==> config.mk <==
export PLATFORM = sky130hd
export DESIGN_NAME = alu_insn_encoder
export DESIGN_NICKNAME = d
export VERILOG_FILES = /design/src/rtl/alu_insn_encoder.sv
export SDC_FILE = /design/constraint.sdc
export NUM_CORES = 1
export LEC_CHECK = 0
export CAP_MARGIN = 40
export CORE_MARGIN = 2
export CORE_UTILIZATION = 45
export DETAILED_ROUTE_END_ITERATION = 6
export GPL_ROUTABILITY_DRIVEN = 0
export GPL_TIMING_DRIVEN = 0
export HOLD_SLACK_MARGIN = 0.03
export PLACE_DENSITY_LB_ADDON = 0.1
export SLEW_MARGIN = 20
export SYNTH_ARGS = -nofsm -noshare
export SYNTH_HDL_FRONTEND = slang
export SYNTH_SLANG_ARGS = --single-unit
export TNS_END_PERCENT = 100
==> constraint.sdc <==
create_clock -name i_clk -period 2.29 [get_ports i_clk]
set_input_delay 0.5725 -clock i_clk [delete_from_list [all_inputs] [get_ports i_clk]]
set_output_delay 0.5725 -clock i_clk [all_outputs]
set_load 0.03 [all_outputs]
==> src/rtl/alu_insn_encoder.sv <==
// alu_insn_encoder
//
// Purpose:
//   Turns {alu_op, operands} requests into RV32I OP / OP-IMM instruction words
//   and streams them into instruction memory, one word per accepted request.
//   This is the inverse of the ALU decode path. The self-test loader uses it
//   to build ALU test programs in IMEM.
//
// Ports:
//   i_clk        clock, rising edge
//   i_rst_n      asynchronous, active-low reset
//   i_start      begin a new program (address/count/illegal flag cleared)
//   i_req_valid  request valid
//   o_req_ready  request accepted when valid & ready
//   i_alu_op     ADD0 SUB1 SLT2 SLTU3 XOR4 OR5 AND6 SLL7 SRL8 SRA9
//   i_use_imm    1: OP-IMM, 0: OP
//   i_rd         destination register
//   i_rs1        source register 1
//   i_rs2        source register 2 (ignored for OP-IMM)
//   i_imm        12-bit immediate (shifts use i_imm[4:0] only)
//   o_wr_en      IMEM write strobe, one cycle per word
//   o_wr_addr    IMEM word address
//   o_wr_data    encoded instruction (holds last value when o_wr_en=0)
//   o_count      words written since i_start
//   o_illegal    sticky: an illegal request was dropped
//   o_full       program reached DEPTH words
module alu_insn_encoder #(
  parameter int ADDR_W    = 11,
  parameter int BASE_ADDR = 0,
  parameter int DEPTH     = 2048
) (
  input  logic              i_clk,
  input  logic              i_rst_n,
  input  logic              i_start,
  input  logic              i_req_valid,
  output logic              o_req_ready,
  input  logic [3:0]        i_alu_op,
  input  logic              i_use_imm,
  input  logic [4:0]        i_rd,
  input  logic [4:0]        i_rs1,
  input  logic [4:0]        i_rs2,
  input  logic [11:0]       i_imm,
  output logic              o_wr_en,
  output logic [ADDR_W-1:0] o_wr_addr,
  output logic [31:0]       o_wr_data,
  output logic [ADDR_W:0]   o_count,
  output logic              o_illegal,
  output logic              o_full
);

  typedef enum logic [1:0] {
    IDLE = 2'd0,
    RUN  = 2'd1,
    FULL = 2'd2
  } state_t;

  localparam logic [6:0]        OPC_OP     = 7'b0110011;
  localparam logic [6:0]        OPC_OP_IMM = 7'b0010011;
  localparam logic [6:0]        F7_ALT     = 7'b0100000;
  localparam logic [ADDR_W:0]   DEPTH_C    = (ADDR_W+1)'(DEPTH);
  localparam logic [ADDR_W-1:0] BASE_C     = ADDR_W'(BASE_ADDR);
  localparam logic [ADDR_W:0]   ONE_C      = (ADDR_W+1)'(1);

  state_t            state;
  state_t            state_next;
  logic [2:0]        funct3;
  logic [6:0]        funct7;
  logic              is_shift;
  logic              op_legal;
  logic [31:0]       insn;
  logic              accept;
  logic              write_go;
  logic [ADDR_W:0]   count_inc;

  // Start wins over a same-cycle request, so the source must hold it.
  assign o_req_ready = (state == RUN) & ~i_start;
  assign accept      = i_req_valid & o_req_ready;
  assign write_go    = accept & op_legal;
  assign count_inc   = o_count + ONE_C;
  assign o_full      = (state == FULL);

  // Instruction encoding. Illegal requests still complete the handshake but
  // never produce a write; SUB has no immediate form, so SUB+imm is illegal.
  always_comb begin
    funct3   = 3'b000;
    funct7   = 7'b0000000;
    is_shift = 1'b0;
    op_legal = 1'b1;
    insn     = 32'd0;
    case (i_alu_op)
      4'd0: funct3 = 3'b000;
      4'd1: begin
        funct3   = 3'b000;
        funct7   = F7_ALT;
        op_legal = ~i_use_imm;
      end
      4'd2: funct3 = 3'b010;
      4'd3: funct3 = 3'b011;
      4'd4: funct3 = 3'b100;
      4'd5: funct3 = 3'b110;
      4'd6: funct3 = 3'b111;
      4'd7: begin
        funct3   = 3'b001;
        is_shift = 1'b1;
      end
      4'd8: begin
        funct3   = 3'b101;
        is_shift = 1'b1;
      end
      4'd9: begin
        funct3   = 3'b101;
        funct7   = F7_ALT;
        is_shift = 1'b1;
      end
      default: op_legal = 1'b0;
    endcase
    if (!i_use_imm) begin
      insn = {funct7, i_rs2, i_rs1, funct3, i_rd, OPC_OP};
    end else if (is_shift) begin
      // Immediate shifts carry funct7 in the upper immediate bits.
      insn = {funct7, i_imm[4:0], i_rs1, funct3, i_rd, OPC_OP_IMM};
    end else begin
      insn = {i_imm, i_rs1, funct3, i_rd, OPC_OP_IMM};
    end
  end

  // Next state: the write that makes count hit DEPTH moves RUN to FULL;
  // start restarts the program from any state.
  always_comb begin
    state_next = state;
    case (state)
      IDLE: state_next = IDLE;
      RUN: begin
        if (write_go && (count_inc == DEPTH_C)) begin
          state_next = FULL;
        end
      end
      FULL:    state_next = FULL;
      default: state_next = IDLE;
    endcase
    if (i_start) begin
      state_next = RUN;
    end
  end

  // State and write-port registers. The write strobe, address and data land
  // one cycle after the accept, together with the count increment.
  always_ff @(posedge i_clk or negedge i_rst_n) begin
    if (!i_rst_n) begin
      state     <= IDLE;
      o_wr_en   <= 1'b0;
      o_wr_addr <= BASE_C;
      o_wr_data <= 32'd0;
      o_count   <= '0;
      o_illegal <= 1'b0;
    end else begin
      state   <= state_next;
      o_wr_en <= write_go;
      if (i_start) begin
        o_wr_addr <= BASE_C;
        o_count   <= '0;
        o_illegal <= 1'b0;
      end else if (write_go) begin
        o_wr_addr <= BASE_C + o_count[ADDR_W-1:0];
        o_wr_data <= insn;
        o_count   <= count_inc;
      end else if (accept) begin
        o_illegal <= 1'b1;
      end
    end
  end

endmodule

Word level (Yosys, flattened, before mapping)
Index checks and enable logic that the tools add are counted.
{"block": "word_totals", "out_inout_bits": 59, "word_cells": 52, "register_bits": 59}
{"block": "classes", "bitwise": 5, "n_addsub": 1, "reduce_logical": 10, "n_eq_ne": 14, "n_mux": 16}
{"operator": "$mux W32", "n": 2}
{"operator": "$mux W12", "n": 2}
{"operator": "$mux W11", "n": 2}
{"operator": "$pmux W3 S7", "n": 1}
{"operator": "$eq A4 B3 Y1 const B", "n": 4}
{"operator": "$add A12 B1 Y12 const B", "n": 1}
{"operator": "$eq A12 B12 Y1 const B", "n": 1}
{"operator": "$reduce_or A9 Y1", "n": 1}
{"operator": "$eq A4 B2 Y1 const B", "n": 2}
{"operator": "$eq A4 B4 Y1 const B", "n": 2}
{"operator": "$mux W6", "n": 1}
{"operator": "$eq A4 B1 Y1 const B", "n": 1}
{"operator": "$logic_not A4 Y1", "n": 1}
{"operator": "$mux W1", "n": 4}
{"operator": "$mux W2", "n": 2}
{"operator": "$pmux W2 S2", "n": 1}
{"operator": "$reduce_and A2 Y1", "n": 2}
{"operator": "$reduce_bool A2 Y1", "n": 2}
{"operator": "$reduce_or A2 Y1", "n": 2}
{"operator": "$and A1 B1 Y1", "n": 3}
{"operator": "$ne A3 B2 Y1 const B", "n": 1}
{"operator": "$reduce_or A3 Y1", "n": 1}
{"operator": "$eq A2 B1 Y1 const B", "n": 1}
{"operator": "$eq A2 B2 Y1 const B", "n": 1}
{"operator": "other kinds (4)", "n": 5}

Logic depth before layout (Yosys ltp)
Gate-level depths: netlist of the first run.
{"block": "depth", "word_depth": 8, "mapped_depth": 9, "depth_no_buf": 8}

Worst setup path after synthesis of the first run
No wires, ideal clock.
{"block": "synth_path", "path_type": "reg2reg", "startpoint": "register o_count[0]", "endpoint": "register state[1]", "path_slack_ps": 153, "path_stages_with_launch": 7, "setup_ps": 125, "arrival_time_ps": 2012, "n_path_buf": 0, "period_less_slack_ps": 2137, "required_ps": 2165, "cell_sequence": "dfrtp_1 > ha_1 > and3_1 > nor3_1 > or3_1 > a41oi_1 > mux2_4"}
{"block": "synth_via", "elab_chain_cells": 4}
{"item": "from (decl)", "line_no": "46", "source": "output logic [ADDR_W:0] o_count,"}
{"item": "from (signal assigned)", "line_no": "166", "source": "o_count <= count_inc;"}
{"item": "$add A12 B1 Y12", "line_no": "79", "source": "assign count_inc = o_count + ONE_C;"}
{"item": "$eq A12 B12 Y1", "line_no": "134", "source": "if (write_go && (count_inc == DEPTH_C)) begin"}
{"item": "$logic_and A1 B1 Y1", "line_no": "134"}
{"item": "$ne A3 B2 Y1 (no line)"}
{"item": "to (signal assigned)", "line_no": "157", "source": "state <= state_next;"}
{"item": "to (decl)", "line_no": "64", "source": "state_t state;"}
No other way between the ends.
A chain may end at the register's enable or synchronous reset.

Worst setup path in the final report of the first run
{"block": "layout_path", "startpoint": "register state[0]", "endpoint": "output port o_full"}
{"block": "layout_via", "elab_chain_cells": 1}
{"item": "$eq A2 B2 Y1", "line_no": "80", "source": "assign o_full = (state == FULL);"}
{"item": "to (decl)", "line_no": "48", "source": "output logic o_full"}
No other way between the ends.

==> run summary, run 1 <==
chip width = 81.2 µm
average size of a mapped cell = 9.10 µm²
Die Span Y = 81.2 µm
number of primary I/O pins = 95
Synth warnings = 0
Antenna diodes = 0
H-tree depth = 2
number of synthesized flops with an enable pin = 0
Yosys top cell by area = dfrtp_1
via count = 2399
total track usage = 20.0%
1st-pass router iterations = 4
Gate Count Post-Synth = 295
Distinct cells, synth = 43
Antenna Violating Nets Remaining = 0
Leakage = 1.66 nW
CTS tree = done
first-pass GRT wire length = 10100 µm
max-slew violations = 0
Initial Util = 45.9%
number of global-route vias before repair = 2201
clock sinks = 54
Worst R2R Path Depth = 6
crit end category = output pin
ys async rst share = 100%
sequential fraction of the synthesis area = 50.3%
Final Power = 3.19 mW
RSZ-0062 raised after global routing = no
I/O Buffers = 85
Remaining DRCs = 0
top cells by count, synth = nand2_1 (74), dfrtp_1 (54), nor2_1 (19)
Worst R2R End = state[1]
initial antenna violation count = 0
CP endpoint = o_full
Layout Nets = 430
Slew Limit Headroom = 55.3%
hpwl dp = 4590 µm
Worst Hold Class = input pin to async pin
fin crit period = 2.17 ns
critical path peak fanout = 3
top-area cell type share of the netlist area = 50.3%
Yosys reg bits = 54
Rows = 28
total global routing overflow = 0
crit start category = flop
clk buf depth = 2
Setup Skew = 0.00950 ns
DIE AREA = 6600 µm²
Filler Cell Count = 525
Syn Std Cell Area = 2680 µm²
pin count of the biggest net entering global routing = 55
Worst-path clk slew = 0.09 ns
Final setup viols = 0
final hold slack = 0.287 ns
most used standard cell by instance count after synthesis = nand2_1
critical path required time = 1.72 ns
worst-margin pin slew = 0.671 ns
Vias/cell = 5.15
Routed WL per cell = 13.5 µm
share of layout cells above drive strength 1 = 8.95%
Root Buffer = clkbuf_8
DRT iter0 DRCs = 113
maximum VDD drop = 544 µV
fin crit share = 94.8%
reg-to-reg startpoint = o_count[0]
Routed WL = 6300 µm
Setup CP Type = flop to output pin
top post-synthesis cells by area = dfrtp_1 (50%), nand2_1 (10%), a21oi_1 (3.0%), o21ai_0 (2.8%), nor2_1 (2.7%)
top_reg_cell synth = dfrtp_1
max_cap viols = 0
final core utilization = 63.8%
status = finished clean
area grow syn2layout = 39.1%
clk_lat worst skew = 0.31 ns
Final Hold Violating Endpoints = 0
fmax = 461 MHz
CORE AREA = 5850 µm²
areal power density over the cells = 855 nW/µm²
internal reg-to-reg setup slack = 0.15 ns
CP startpoint = state[0]
CP Data Arrival Time = 1.60 ns
TritonCTS buffer count = 5
routing by layer:
metal | wire (µm) | vias up | global-route usage [%]
met5 | 0 | - | 0
met4 | 118 | 0 | 8.14
met3 | 373 | 10 | 5.33
met2 | 3140 | 70 | 33.6
met1 | 2660 | 1142 | 24.3
li1 | - | 1177 | -
sequential cells by signal, summed over array words and instances (netlist names):
name       flops
o_count       12
o_wr_addr     11
state          2
o_wr_en        1
o_illegal      1
o_wr_data     27
cells in the final DEF (no fill, tap or decap), drive strengths merged, types with 2 or more instances in the layout:
cell           instances
a21oi                 16
a22o                   6
a31o                   2
a31oi                  4
and3                   3
buf                   19
clkbuf                19
clkdlybuf4s50         83
conb                   3
dfrtp                 54
ha                     4
inv                    7
mux2i                  5
nand2                 74
nand2b                 2
nand3                  5
nand3b                 2
nand4                  7
nor2                  19
nor3                   6
nor3b                  2
o21a                   4
o21ai                 16
o31ai                  2
or3                    2
xnor2                  4
xor2                   7
cell families after synthesis:
kind of cell	synth area share, %
AO/OA/AOI/OAI	13.8
XOR/XNOR	3.59
adder cells (fa/ha/maj)	1.86
buffers and inverters	7.13
flip-flops	50.3
multiplexers	2.42
other	0.140
AND/OR/NAND/NOR	20.7
worst max-delay path, stage by stage (launching register included):
cell,delay [ns]
dfrtp_1,0.41
inv_1,0.07
ha_1,0.14
clkdlybuf4s50_1,0.67
through the flow:
step,std cells,area (µm²),setup slack [ns],TNS [ns]
finish,466,3730,0.120,0
global route,466,3730,0.0286,0
detailed placement,458,3640,-0.260,-0.421
global placement,457,3640,-1.05,-57.52
floorplan,297,2690,0.153,0
CTS,466,3730,0.0976,0
layout make-up:
| class | count | area [µm²] | share of cell area (%) |
|---|---|---|---|
| plain buffers | 29 | 166 | 4.46 |
| clock buffers | 7 | 86.3 | 2.31 |
| clock inverters | 1 | 5.00 | 0.134 |
| inverters | 7 | 26.3 | 0.704 |
| multi-input cells | 207 | 1150 | 30.8 |
| flip-flops and latches | 54 | 1350 | 36.3 |
| well taps | 75 | 93.8 | 2.51 |
| repair buffers | 86 | 852 | 22.8 |
worst min-delay path by stage:
stage	end	cells past startpoint
final	o_wr_addr[10]	1
after global routing	o_wr_data[5]	1
after CTS	o_wr_addr[10]	1
after detailed placement	o_wr_data[16]	2
after global placement	o_wr_data[18]	2
after floorplan	o_count[0]	0
report_power, final:
group	switching (mW)	leakage, nW	total [mW]	internal (mW)
logic	0.782	0.906	1.35	0.573
clock network	0.296	0.0482	0.540	0.245
registers	0.125	0.707	1.29	1.17
timing repair:
item                                    in CTS  in global routing
endpoints found under the setup margin       1                  1
hold buffers                                 0                  0
resized for setup                            2                  2
hold endpoints to repair                     0                  0
buffers inserted                             0                  0
Power figures use the tool's default switching activity.
==> run 2: changes to the inputs <==
--- a/config.mk
+++ b/config.mk
@@ -7,7 +7,8 @@
 export LEC_CHECK = 0
 export CAP_MARGIN = 40
 export CORE_MARGIN = 2
-export CORE_UTILIZATION = 45
+export CORE_UTILIZATION = 41
+export CTS_CLUSTER_SIZE = 20
 export DETAILED_ROUTE_END_ITERATION = 6
 export GPL_ROUTABILITY_DRIVEN = 0
 export GPL_TIMING_DRIVEN = 0
==> constraint.sdc (replaced) <==
create_clock -name i_clk -period 1.8 [get_ports i_clk]
set_input_delay 0.45 -clock i_clk [delete_from_list [all_inputs] [get_ports i_clk]]
set_output_delay 0.45 -clock i_clk [all_outputs]
set_load 0.03 [all_outputs]
==> run 2 against run 1 <==
The run now ends with negative setup slack left; non-clock buffer count up 20; clock-buffer cell count is 1 lower; sequential share of layout area down 4.7 points; die area increased by 9.3%; power grew 35%; flip-flop and latch count is the same; cell area increased by 15%; wire length is 16% higher; largest cell class is now multi-input combinational cells; highest routed layer unchanged.
==> run summary, run 2 (synthesized netlist as in run 1, its figures left out) <==
status = finished with violations
violated checks = negative setup slack
Filler Cell Count = 510
I/O Buffers = 85
reg-to-reg startpoint = o_count[3]
final core utilization = 67.8%
H-tree depth = 2
chip width = 84.9 µm
pin count of the biggest net entering global routing = 55
CP startpoint = o_count[3]
critical path peak fanout = 10
total global routing overflow = 0
Final Power = 4.32 mW
Setup Skew = 0.00638 ns
fmax = 507 MHz
DIE AREA = 7210 µm²
hpwl dp = 4660 µm
Post-Place Cell Area = 3670 µm²
clk_lat worst skew = 0.31 ns
number of primary I/O pins = 95
Routed WL per cell = 15.0 µm
total track usage = 19.3%
Final Instance Area = 4310 µm²
Worst-path clk slew = 0.10 ns
Remaining DRCs = 0
fin crit share = 110%
Layout Nets = 450
Layout Cells excl Fill = 488
worst-margin pin slew = 0.680 ns
Initial Util = 42.3%
TritonCTS buffer count = 5
commonest non-fill, non-tap cell in the layout = nand2_1
share of layout cells above drive strength 1 = 29.7%
CP Data Arrival Time = 2.18 ns
Final Hold Violating Endpoints = 0
Vias/cell = 5.19
Antenna Violating Nets Remaining = 0
crit start category = flop
Leakage = 2.29 nW
Worst R2R Path Depth = 6
max_cap viols = 0
critical path required time = 2.00 ns
crit end category = flop
DRT iter0 DRCs = 170
CORE AREA = 6350 µm²
final worst setup slack = -0.173 ns
max FFs per register = 27
Final setup viols = 26
Inst Count DP = 459
RSZ-0062 raised after global routing = yes
number of global-route vias before repair = 2364
first-pass GRT wire length = 11200 µm
max-slew violations = 0
Top Registers = o_wr_data: 27 flops, o_count: 12 flops, o_wr_addr: 11 flops
Root Buffer = clkbuf_8
Antenna diodes = 0
internal reg-to-reg setup slack = -0.17 ns
areal power density over the cells = 1000 nW/µm²
Multi-input gate area = 1390 µm²
CTS tree = done
via count = 2535
clk buf depth = 2
Setup CP Type = flop to flop
Largest Register = o_wr_data
CP endpoint = state[1]
pre-CTS WS = -0.554 ns
Worst Hold Class = input pin to async pin
maximum VDD drop = 750 µV
area grow syn2layout = 60.4%
clock sinks = 54
Rows = 29
most frequent cells in the layout = nand2_1 (52), dfrtp_1 (46), dlygate4sd2_1 (37), clkdlybuf4s50_1 (29), buf_4 (21)
fin crit period = 1.97 ns
1st-pass router iterations = 4
Routed WL = 7320 µm
Die Span Y = 84.9 µm
initial antenna violation count = 0
Slew Limit Headroom = 54.7%
Reg area = 1360 µm²
Worst R2R End = state[1]
## run 2: cell types whose count changed in the layout (fill, tap and decap cells not counted), moves of 6 or more
| cell | previous run | this run |
|---|---|---|
| buf_4 | 7 | 21 |
| clkbuf_1 | 11 | 5 |
| dfrtp_2 | 2 | 8 |
| dfrtp_1 | 52 | 46 |
| o21ai_1 | 1 | 7 |
| nor2_1 | 19 | 13 |
| dlygate4sd2_1 | 1 | 37 |
| a21oi_1 | 16 | 7 |
| nand2_2 | 0 | 17 |
| nand2_1 | 74 | 52 |
| o21ai_0 | 15 | 7 |
| clkdlybuf4s50_1 | 83 | 29 |
| a21oi_2 | 0 | 9 |
| dlymetal6s2s_1 | 0 | 16 |
## run 2: final cells by class
type	instances	share of cell area, %
Clock inverter	2	0.872
Multi-Input combinational cell	207	32.3
Timing Repair Buffer	107	25.5
Buffer	28	5.09
Inverter	7	0.697
Clock buffer	6	1.69
Sequential cell	54	31.6
Tap cell	77	2.24
## run 2: power breakdown
group	switching [mW]	internal (mW)
logic	1.11	0.745
registers	0.152	1.49
clock network	0.407	0.416
total	1.67	2.65
## run 2: worst min-delay path by stage
stage	endpoint	slack [ns]	depth (start not counted)
after floorplan	o_count[0]	0.15	0
after global placement	o_wr_data[8]	0.46	2
after detailed placement	o_wr_data[7]	0.46	2
after CTS	o_wr_data[31]	0.20	1
after global routing	o_wr_data[4]	0.23	1
final	o_wr_data[31]	0.17	1
## run 2: timing repair
| item | CTS | global route |
|---|---|---|
| setup endpoints to repair | 90 | 57 |
| hold endpoints to repair | 0 | 0 |
| cloned | 1 | 3 |
| gates resized for setup | 60 | 111 |
| buffers inserted | 6 | 12 |
| hold buffers | 0 | 0 |
| pin swaps | 2 | 43 |
## run 2: metrics by stage
step                      TNS [ns]  hold WS (ns)
after global routing         -2.84         0.226
final                        -1.53         0.166
after floorplan             -0.118         0.154
after CTS                   -0.259         0.202
after detailed placement    -19.21         0.462
after global placement      -94.91         0.456
## run 2: routing by layer
layer  vias up  global-route usage [%]  share of wire, %  wire [µm]
met3        11                    5.54               7.1        518
met5         -                       0                 0          0
met4         0                    6.20               1.3         95
met2        85                    30.8                48       3540
met1      1224                    25.6                43       3160
li1       1215                       -                 -          -
## run 2: worst max-delay path, cell delays in order (launching register included)
cell and delay [ns]:
dfrtp_2 0.40, buf_2 0.21, and3_1 0.28, nor3_1 0.08, or3_4 0.34, a41oi_2 0.24, mux2_4 0.32
